[src/rtl/tpu_mm_ctrl_if.sv]
// Handshake and TPU bus bundle for the matmul job controller.
// The controller connects through the slave modport; whoever drives jobs
// and emulates the TPU bus connects through the master modport.
interface tpu_mm_ctrl_if #(
  parameter int DATAW = 64,
  parameter int ADDRW = 16
);
  // job control
  logic             start;
  logic             clr_c;
  logic             busy;
  logic             done;
  // operand stream (A rows then B rows)
  logic             in_valid;
  logic [DATAW-1:0] in_data;
  logic             in_ready;
  // result stream (C words)
  logic             out_valid;
  logic [DATAW-1:0] out_data;
  logic             out_ready;
  // TPU register bus
  logic [ADDRW-1:0] tpu_addr;
  logic             tpu_r_w;
  logic [DATAW-1:0] tpu_wdata;
  logic [DATAW-1:0] tpu_rdata;

  modport master (
    output start, clr_c, in_valid, in_data, out_ready, tpu_rdata,
    input  busy, done, in_ready, out_valid, out_data, tpu_addr, tpu_r_w, tpu_wdata
  );

  modport slave (
    input  start, clr_c, in_valid, in_data, out_ready, tpu_rdata,
    output busy, done, in_ready, out_valid, out_data, tpu_addr, tpu_r_w, tpu_wdata
  );
endinterface

[src/rtl/tpu_mm_ctrl.sv]
// Matmul job sequencer for a DIMxDIM systolic TPU.
// Streams A and B rows onto the TPU bus, optionally zeroes C, kicks the
// multiply, waits a fixed latency, then reads C back into an output stream
// with valid/ready flow control.
module tpu_mm_ctrl #(
  parameter int DIM       = 8,
  parameter int DATAW     = 64,
  parameter int ADDRW     = 16,
  parameter int MM_CYCLES = 32
) (
  input  logic          clk,
  input  logic          rst,
  tpu_mm_ctrl_if.slave  bus
);

  // Word counter spans 0..2*DIM-1 (C has two half-words per row);
  // the same counter indexes A/B rows, which only go to DIM-1.
  localparam int CW = $clog2(2 * DIM + 1);
  localparam int WW = $clog2(MM_CYCLES + 1);

  localparam logic [ADDRW-1:0] A_BASE = ADDRW'(12'h100);
  localparam logic [ADDRW-1:0] B_ADDR = ADDRW'(12'h200);
  localparam logic [ADDRW-1:0] C_BASE = ADDRW'(12'h300);
  localparam logic [ADDRW-1:0] MM_CMD = ADDRW'(12'h400);

  typedef enum logic [2:0] {
    IDLE,
    LOAD_A,
    LOAD_B,
    CLR_C,
    MM_ISSUE,
    MM_WAIT,
    READ_C,
    FIN
  } state_t;

  state_t           state_q;
  logic [CW-1:0]    cnt_q;
  logic [WW-1:0]    wait_q;
  logic             clr_q;
  logic             out_valid_q;
  logic [DATAW-1:0] out_data_q;

  logic             loading;
  logic             rd_en;
  logic             last_row;
  logic             last_word;
  logic             last_wait;
  logic [ADDRW-1:0] word_off;

  assign loading   = (state_q == LOAD_A) || (state_q == LOAD_B);
  // A C read may only be launched when the output register is free or
  // being drained this cycle, so a stalled word is never overwritten.
  assign rd_en     = (state_q == READ_C) && (!out_valid_q || bus.out_ready);
  assign last_row  = (cnt_q == CW'(DIM - 1));
  assign last_word = (cnt_q == CW'(2 * DIM - 1));
  assign last_wait = (wait_q == WW'(MM_CYCLES - 1));
  // Row stride 8 for A; for C, word k = {row, half} so k<<3 equals
  // (row<<4)|(half<<3).
  assign word_off  = ADDRW'(cnt_q) << 3;

  assign bus.busy      = (state_q != IDLE);
  assign bus.in_ready  = loading;
  assign bus.out_valid = out_valid_q;
  assign bus.out_data  = out_data_q;
  // FIN holds the final word; done marks its acceptance.
  assign bus.done      = (state_q == FIN) && out_valid_q && bus.out_ready;

  // TPU bus decode: idle (all zero) unless the current state issues an access.
  always_comb begin
    bus.tpu_addr  = '0;
    bus.tpu_r_w   = 1'b0;
    bus.tpu_wdata = '0;
    case (state_q)
      LOAD_A: begin
        if (bus.in_valid) begin
          bus.tpu_addr  = A_BASE | word_off;
          bus.tpu_r_w   = 1'b1;
          bus.tpu_wdata = bus.in_data;
        end
      end
      LOAD_B: begin
        if (bus.in_valid) begin
          bus.tpu_addr  = B_ADDR;
          bus.tpu_r_w   = 1'b1;
          bus.tpu_wdata = bus.in_data;
        end
      end
      CLR_C: begin
        bus.tpu_addr = C_BASE | word_off;
        bus.tpu_r_w  = 1'b1;
      end
      MM_ISSUE: begin
        bus.tpu_addr = MM_CMD;
      end
      READ_C: begin
        if (rd_en) begin
          bus.tpu_addr = C_BASE | word_off;
        end
      end
      default: ;
    endcase
  end

  // Job FSM with its counters and the registered output word.
  always_ff @(posedge clk or posedge rst) begin
    if (rst) begin
      state_q     <= IDLE;
      cnt_q       <= '0;
      wait_q      <= '0;
      clr_q       <= 1'b0;
      out_valid_q <= 1'b0;
      out_data_q  <= '0;
    end else begin
      case (state_q)
        IDLE: begin
          if (bus.start) begin
            clr_q   <= bus.clr_c;
            cnt_q   <= '0;
            state_q <= LOAD_A;
          end
        end
        LOAD_A: begin
          if (bus.in_valid) begin
            if (last_row) begin
              cnt_q   <= '0;
              state_q <= LOAD_B;
            end else begin
              cnt_q <= cnt_q + 1'b1;
            end
          end
        end
        LOAD_B: begin
          if (bus.in_valid) begin
            if (last_row) begin
              cnt_q   <= '0;
              state_q <= clr_q ? CLR_C : MM_ISSUE;
            end else begin
              cnt_q <= cnt_q + 1'b1;
            end
          end
        end
        CLR_C: begin
          if (last_word) begin
            cnt_q   <= '0;
            state_q <= MM_ISSUE;
          end else begin
            cnt_q <= cnt_q + 1'b1;
          end
        end
        MM_ISSUE: begin
          wait_q  <= '0;
          state_q <= MM_WAIT;
        end
        MM_WAIT: begin
          if (last_wait) begin
            wait_q  <= '0;
            state_q <= READ_C;
          end else begin
            wait_q <= wait_q + 1'b1;
          end
        end
        READ_C: begin
          if (rd_en) begin
            out_data_q  <= bus.tpu_rdata;
            out_valid_q <= 1'b1;
            if (last_word) begin
              cnt_q   <= '0;
              state_q <= FIN;
            end else begin
              cnt_q <= cnt_q + 1'b1;
            end
          end
        end
        FIN: begin
          if (bus.out_ready) begin
            out_valid_q <= 1'b0;
            state_q     <= IDLE;
          end
        end
        default: state_q <= IDLE;
      endcase
    end
  end

endmodule

[src/flat_wrapper.sv]
// flat-port wrapper written by rule: the top's interface ports become plain ports
module tpu_mm_ctrl_flat 
#(
  parameter int DIM       = 8,
  parameter int DATAW     = 64,
  parameter int ADDRW     = 16,
  parameter int MM_CYCLES = 32
)
  (clk, rst, bus_start, bus_clr_c, bus_in_valid, bus_in_data, bus_out_ready, bus_tpu_rdata, bus_busy, bus_done, bus_in_ready, bus_out_valid, bus_out_data, bus_tpu_addr, bus_tpu_r_w, bus_tpu_wdata);
  tpu_mm_ctrl_if #(.DATAW(DATAW), .ADDRW(ADDRW)) bus_i ();
  input  logic clk;
  input  logic rst;
  input wire logic [$bits(bus_i.start)-1:0] bus_start;
  input wire logic [$bits(bus_i.clr_c)-1:0] bus_clr_c;
  input wire logic [$bits(bus_i.in_valid)-1:0] bus_in_valid;
  input wire logic [$bits(bus_i.in_data)-1:0] bus_in_data;
  input wire logic [$bits(bus_i.out_ready)-1:0] bus_out_ready;
  input wire logic [$bits(bus_i.tpu_rdata)-1:0] bus_tpu_rdata;
  output wire logic [$bits(bus_i.busy)-1:0] bus_busy;
  output wire logic [$bits(bus_i.done)-1:0] bus_done;
  output wire logic [$bits(bus_i.in_ready)-1:0] bus_in_ready;
  output wire logic [$bits(bus_i.out_valid)-1:0] bus_out_valid;
  output wire logic [$bits(bus_i.out_data)-1:0] bus_out_data;
  output wire logic [$bits(bus_i.tpu_addr)-1:0] bus_tpu_addr;
  output wire logic [$bits(bus_i.tpu_r_w)-1:0] bus_tpu_r_w;
  output wire logic [$bits(bus_i.tpu_wdata)-1:0] bus_tpu_wdata;
  assign bus_i.start = bus_start;
  assign bus_i.clr_c = bus_clr_c;
  assign bus_i.in_valid = bus_in_valid;
  assign bus_i.in_data = bus_in_data;
  assign bus_i.out_ready = bus_out_ready;
  assign bus_i.tpu_rdata = bus_tpu_rdata;
  assign bus_busy = bus_i.busy;
  assign bus_done = bus_i.done;
  assign bus_in_ready = bus_i.in_ready;
  assign bus_out_valid = bus_i.out_valid;
  assign bus_out_data = bus_i.out_data;
  assign bus_tpu_addr = bus_i.tpu_addr;
  assign bus_tpu_r_w = bus_i.tpu_r_w;
  assign bus_tpu_wdata = bus_i.tpu_wdata;
  tpu_mm_ctrl #(.DIM(DIM), .DATAW(DATAW), .ADDRW(ADDRW), .MM_CYCLES(MM_CYCLES)) u_core (.clk(clk), .rst(rst), .bus(bus_i));
endmodule
[config.mk]
export PLATFORM = sky130hd
export DESIGN_NAME = tpu_mm_ctrl_flat
export DESIGN_NICKNAME = d
export VERILOG_FILES = /design/src/rtl/tpu_mm_ctrl_if.sv /design/src/rtl/tpu_mm_ctrl.sv /design/src/flat_wrapper.sv
export SDC_FILE = /design/constraint.sdc
export NUM_CORES = 1
export LEC_CHECK = 0
export ABC_CLOCK_PERIOD_IN_PS = 5950
export CELL_PAD_IN_SITES_DETAIL_PLACEMENT = 1
export CELL_PAD_IN_SITES_GLOBAL_PLACEMENT = 2
export CORE_MARGIN = 2
export CORE_UTILIZATION = 21
export CTS_CLUSTER_DIAMETER = 200
export DETAILED_ROUTE_END_ITERATION = 8
export PLACE_DENSITY = 0.81
export SLEW_MARGIN = 10
export SYNTH_ARGS = -nofsm -noshare
export SYNTH_HDL_FRONTEND = slang
export SYNTH_SLANG_ARGS = --single-unit
[constraint.sdc]
create_clock -name clk -period 5.95 [get_ports clk]
set_input_delay 1.19 -clock clk [delete_from_list [all_inputs] [get_ports clk]]
set_output_delay 1.19 -clock clk [all_outputs]
set_load 0.03 [all_outputs]
**Word level (Yosys, flattened, before mapping)**

Cells that the tools add are included.

- Flip-flop bits (word level): 80

- Add/sub/neg operators: 2
- Equal/unequal tests: 21
- Mux-type cells: 31
- Reductions and logical operators: 17

Operators by type and width:

| operator | number |
|---|---|
| $mux W64 | 2 |
| $pmux W16 S5 | 1 |
| $mux W3 | 11 |
| $mux W5 | 5 |
| $pmux W3 S8 | 1 |
| $mux W10 | 2 |
| $pmux W5 S4 | 1 |
| $ne A2 B1 Y1 const B | 7 |
| $eq A3 B3 Y1 const B | 4 |
| $pmux W6 S2 | 1 |
| $reduce_and A10 Y1 | 1 |
| $mux W9 | 1 |
| $ne A2 B2 Y1 const B | 4 |
| $add A6 B1 Y6 const B | 1 |
| $eq A3 B2 Y1 const B | 2 |
| $eq A6 B5 Y1 const B | 1 |
| $mux W6 | 1 |
| $add A5 B1 Y5 const B | 1 |
| $eq A5 B3 Y1 const B | 1 |
| $eq A5 B4 Y1 const B | 1 |
| $pmux W1 S2 | 2 |
| $reduce_and A2 Y1 | 2 |
| $reduce_and A4 Y1 | 1 |
| $reduce_bool A2 Y1 | 2 |
| other kinds (10) | 15 |

**Depth between registers and ports, before layout**

- Word-level depth: 5
- Depth in mapped cells: 8
- Depth with buffers taken out: 8

**Least setup slack after synthesis**

OpenSTA, ideal clock, no wires.

- Path type: input to output
- Start: input port bus_out_ready
- End: output port bus_tpu_addr[3]
- Arrival time: 2,432 ps
- Data required time: 4,760 ps
- Path slack: 2,328 ps
- Cell stages on the path: 5
- Buffers on the path: 1
- Cells stage by stage: nand2b_1 -> nand3_1 -> buf_2 -> o21ai_1 -> and2_1

- Longest elaborated chain between the ends: 4

Ends and longest elaborated chain:

| element | RTL line | text |
|---|---|---|
| start, declared | flat_wrapper.sv:17 | `input wire logic [$bits(bus_i.out_ready)-1:0] bus_out_ready;` |
| $logic_or A1 B1 Y1 | tpu_mm_ctrl.sv:54 | `assign rd_en = (state_q == READ_C) && (!out_valid_q \|\| bus.out_ready);` |
| $logic_and A1 B1 Y1 | tpu_mm_ctrl.sv:54 |  |
| $mux W10 | tpu_mm_ctrl.sv:97 | `if (rd_en) begin` |
| $pmux W16 S5 | tpu_mm_ctrl.sv:74 | `case (state_q)` |
| end, declared | flat_wrapper.sv:24 | `output wire logic [$bits(bus_i.tpu_addr)-1:0] bus_tpu_addr;` |

No other way between the ends.

**Worst setup path in the final report**

- Start: input port bus_in_valid
- End: output port bus_tpu_r_w

- Longest elaborated chain between the ends: 2

Ends and longest elaborated chain:

| element | RTL line | text |
|---|---|---|
| start, declared | flat_wrapper.sv:15 | `input wire logic [$bits(bus_i.in_valid)-1:0] bus_in_valid;` |
| $mux W1 | tpu_mm_ctrl.sv:76, tpu_mm_ctrl.sv:83 |  |
| $pmux W1 S2 | tpu_mm_ctrl.sv:74 |  |
| end, declared | flat_wrapper.sv:25 | `output wire logic [$bits(bus_i.tpu_r_w)-1:0] bus_tpu_r_w;` |

No other way between the ends.

==> flow_metrics.py <==
metrics = {
    "floorplan": {
        "placementRows": 51,
        "io_pins": 283,
        "floorplan.initialDensity_pct": 21.3,
        "fp.dieW_um": 144,
        "floorplan.core_area_um2": 19300,
        "floorplan.die_area_um2": 20700,
        "vertical_extent_of_the_die_um": 144,
    },
    "synth": {
        "yosys.area.top_type": "dfrtp_1",
        "synth_area_leaders": "dfrtp_1, mux2_2, and3_1",
        "syn-cell-area_um2": 4120,
        "synth.avg_cell_area_um2": 11.1,
        "synth-warning-count": 0,
        "synth_cells": 372,
        "yosysSeqAreaShare_pct": 48.6,
        "synth_largest_type_area_fraction_pct": 48.6,
        "postSynthRegisterBits": 80,
        "asyncSetResetFlopFracSynth_pct": 100,
        "number_of_enable_type_register_cells_in_the_synthesized_netlist": 0,
        "dominantRegCellSynth": "dfrtp_1",
        "synthDistinctLibCells": 50,
    },
    "critical_path": {
        "worst_path_class_setup": "primary input to primary output",
        "critical_path_arrival_ns": 3.17,
        "critical_path.cell_chain": "clkdlybuf4s50_1, buf_4, nand2_1, a21oi_1, clkdlybuf4s50_1",
        "cp_data_required_time_ns": 4.76,
        "critical_path_peak_fanout": 69,
        "path_common_cell": "clkdlybuf4s50_1",
        "critical_path.reg2reg.startpoint": "u_core.state_q[1]",
        "timing.critical_path.from_type": "primary input",
        "critPathLaunch": "bus_in_valid",
        "rr_worst_depth": 4,
        "timing.critical_path.to_type": "primary output",
        "cpPeakStageDelay_ns": 0.71,
        "critical_path.slowest_cell": "clkdlybuf4s50_1",
    },
    "routing": {
        "drc": 0,
        "detail_route.wirelength_mm": 15.2,
        "detailroute.via_count": 3872,
        "vias_per_cell": 4.30,
        "routed_wire_length_per_instance_um": 16.8,
        "initialDrtViolationCount": 104,
        "firstDrtPassIters": 4,
        "route.antenna.remaining_nets": 0,
    },
    "worst_hold_path": {
        "worst_hold_path_type": "flop to flop",
        "hold_start": "u_core.bus.out_data[24]",
        "hold_path_depth": 1,
    },
    "sta": {
        "slew_headroom_pct": 40.6,
        "total_negative_slack_for_setup_checks_ns": 0,
        "tightest_slew_ns": 0.891,
        "maxSlewViolCount": 0,
        "fin_crit_sh_pct": 73.2,
        "max_freq_ghz": 0.229,
        "setup_viol_count_final": 0,
        "finalHoldViolations": 0,
        "setup_repair_after_global_routing_missed_its_margin": "no",
        "finClkSkew_ns": 0.00804,
        "period_needed_ns": 4.36,
        "final.hold.worst_slack_ns": 0.504,
    },
    "global_routing": {
        "grt_start_max_net_pins": 70,
        "grt_pass1_wl_mm": 22.7,
        "gr-usage-all-layers_pct": 14.1,
        "overflow": 0,
        "grt_antenna_before_repair": 0,
        "grt_pass1_vias": 4091,
    },
    "cells_and_area": {
        "n_antenna_cell": 0,
        "num-nets-final": 769,
        "nFillCells": 2144,
        "area_growth_pct": 79.5,
        "layout-drive-gt1-share_pct": 14.5,
    },
    "power": {
        "p_leak_nw": 3.34,
        "powerDensity_nw_per_um2": 431,
        "power.ir.vdd_worst_mv": 0.196,
        "totalPowerFinal_mw": 3.18,
    },
    "place": {
        "routabilityCongestion": 0.765,
        "input_output_buffers": 274,
        "place.detailed.hpwl_mm": 11.6,
    },
    "clocking": {
        "clk_root_buffer_cell": "clkbuf_16",
        "ctsHtreeMaxLevel": 3,
        "cts.hold.buffers_added": 0,
        "cts_buffer_depth": 2,
        "clock_pin_slew_of_the_registers_on_the_worst_case_setup_and_hold_paths_ns": 0.06,
        "clock-sinks": 80,
        "cts_tree": "built",
        "worstSkewPairLatency_ns": 0.34,
        "postCtsSetupRepairBufs": 0,
        "cts-resized-gates": 0,
        "num_cts_buffers": 9,
    },
    "job": {
        "drv.max_cap_violation_count": 0,
    },
    "run_status": {
        "outcome": "finished clean",
    },
}
per-stage QoR:
| step | utilization [%] | cell area, µm² | setup slack [ns] | cells |
|---|---|---|---|---|
| 3_3_place_gp | 36.6 | 7070 | 1.61 | 885 |
| 5_1_grt | 38.2 | 7390 | 1.46 | 901 |
| 4_1_cts | 38.2 | 7390 | 1.58 | 901 |
| 6_report | 38.2 | 7390 | 1.59 | 901 |
| 3_5_place_dp | 36.6 | 7070 | 1.59 | 885 |
| 2_1_floorplan | - | 4140 | 2.33 | 379 |
layout by cell type, fill, tap and decap left out, types with 2 or more instances in the layout:
master	count
bufinv_16	2
a21oi_1	7
nand2_1	13
conb_1	8
and3_1	66
inv_1	11
and2_1	6
nor3b_1	2
nor4_1	2
o211ai_1	2
o41ai_1	2
a31oi_1	2
buf_4	5
o311ai_0	3
a2bb2oi_1	2
nand3_1	11
o2bb2ai_1	2
o21ai_0	14
inv_6	2
mux2i_1	2
dfrtp_1	80
clkdlybuf4s50_1	274
nand2b_1	2
nor2b_1	3
ha_1	4
clkinv_2	2
o311ai_1	2
nor4bb_1	2
mux2_2	64
clkbuf_16	9
nor2_1	6
synth_stat cells, types with 2 or more instances:
library cell  instances
dfrtp_1              80
and3_1               66
mux2_2               64
clkbuf_1             15
o21ai_0              14
nand2_1              13
buf_2                12
inv_1                12
nand3_1              12
buf_4                 9
a21oi_1               7
nor2_1                7
and2_1                6
ha_1                  4
nor2b_1               3
o311ai_0              3
a2bb2oi_1             2
a31oi_1               2
mux2i_1               2
nand2b_1              2
nor3b_1               2
nor4_1                2
nor4bb_1              2
o211ai_1              2
o2bb2ai_1             2
o311ai_1              2
o41ai_1               2
routing by layer:
metal | wire length [µm] | GRT usage, % | up-vias | part of all wire, %
met5 | 0 | 0 | - | 0
met4 | 225 | 3.97 | 0 | 1.5
met3 | 1010 | 3.84 | 16 | 6.7
met2 | 8270 | 26.3 | 126 | 55
met1 | 5650 | 15.6 | 1900 | 37
li1 | - | - | 1830 | -
registers in the layout, indices dropped and copies added, names as in the netlist:
register,flops
u_core.wait_q,6
u_core.state_q,3
u_core.bus.out_valid,1
u_core.clr_q,1
u_core.bus.out_data,64
u_core.cnt_q,5
critical path: cells and delay by family:
| family | cells | cell delay (ns) |
|---|---|---|
| compound gates | 1 | 0.19 |
| buf+inv | 3 | 1.62 |
| simple gates | 1 | 0.14 |
kinds of logic (layout without fill, tap and decap cells):
logic type	after synthesis	count (layout)	synth area share, %
simple gates	124	124	18.2
flops	80	80	48.6
mux	66	66	18.0
buf+inv	50	307	5.92
compound gates	46	46	7.78
fa+ha+maj	4	4	1.22
other cells	1	8	0.0911
xor+xnor	1	1	0.213
final timing paths:
path / endpoint / slack (ns)
setup / recovery: bus_tpu_r_w / 1.59
hold / removal: u_core.bus.out_data[24] / 0.50
setup reg to reg: u_core.bus.out_data[50] / 3.61
hold reg to reg: u_core.bus.out_data[24] / 0.50
max in group asynchronous: u_core.bus.out_data[20] / 3.65
min in group asynchronous: u_core.bus.out_data[49] / 1.21
layout make-up:
| cell class | count | area (µm²) | area share (%) |
|---|---|---|---|
| timing repair buffer | 279 | 2780 | 37.6 |
| multi-input combinational | 249 | 1910 | 25.9 |
| tap | 265 | 332 | 4.49 |
| clock inverter | 6 | 90.1 | 1.22 |
| inverter | 12 | 46.3 | 0.626 |
| sequential | 80 | 2000 | 27.1 |
| clock buffer | 10 | 229 | 3.10 |
report_power, final:
group,internal (mW),switching [mW],leakage (nW)
combinational,0.770,1.02,2.09
sequential,0.677,0.115,1.09
clock,0.370,0.230,0.153
Note: power is estimated with default switching activity, not from simulation.
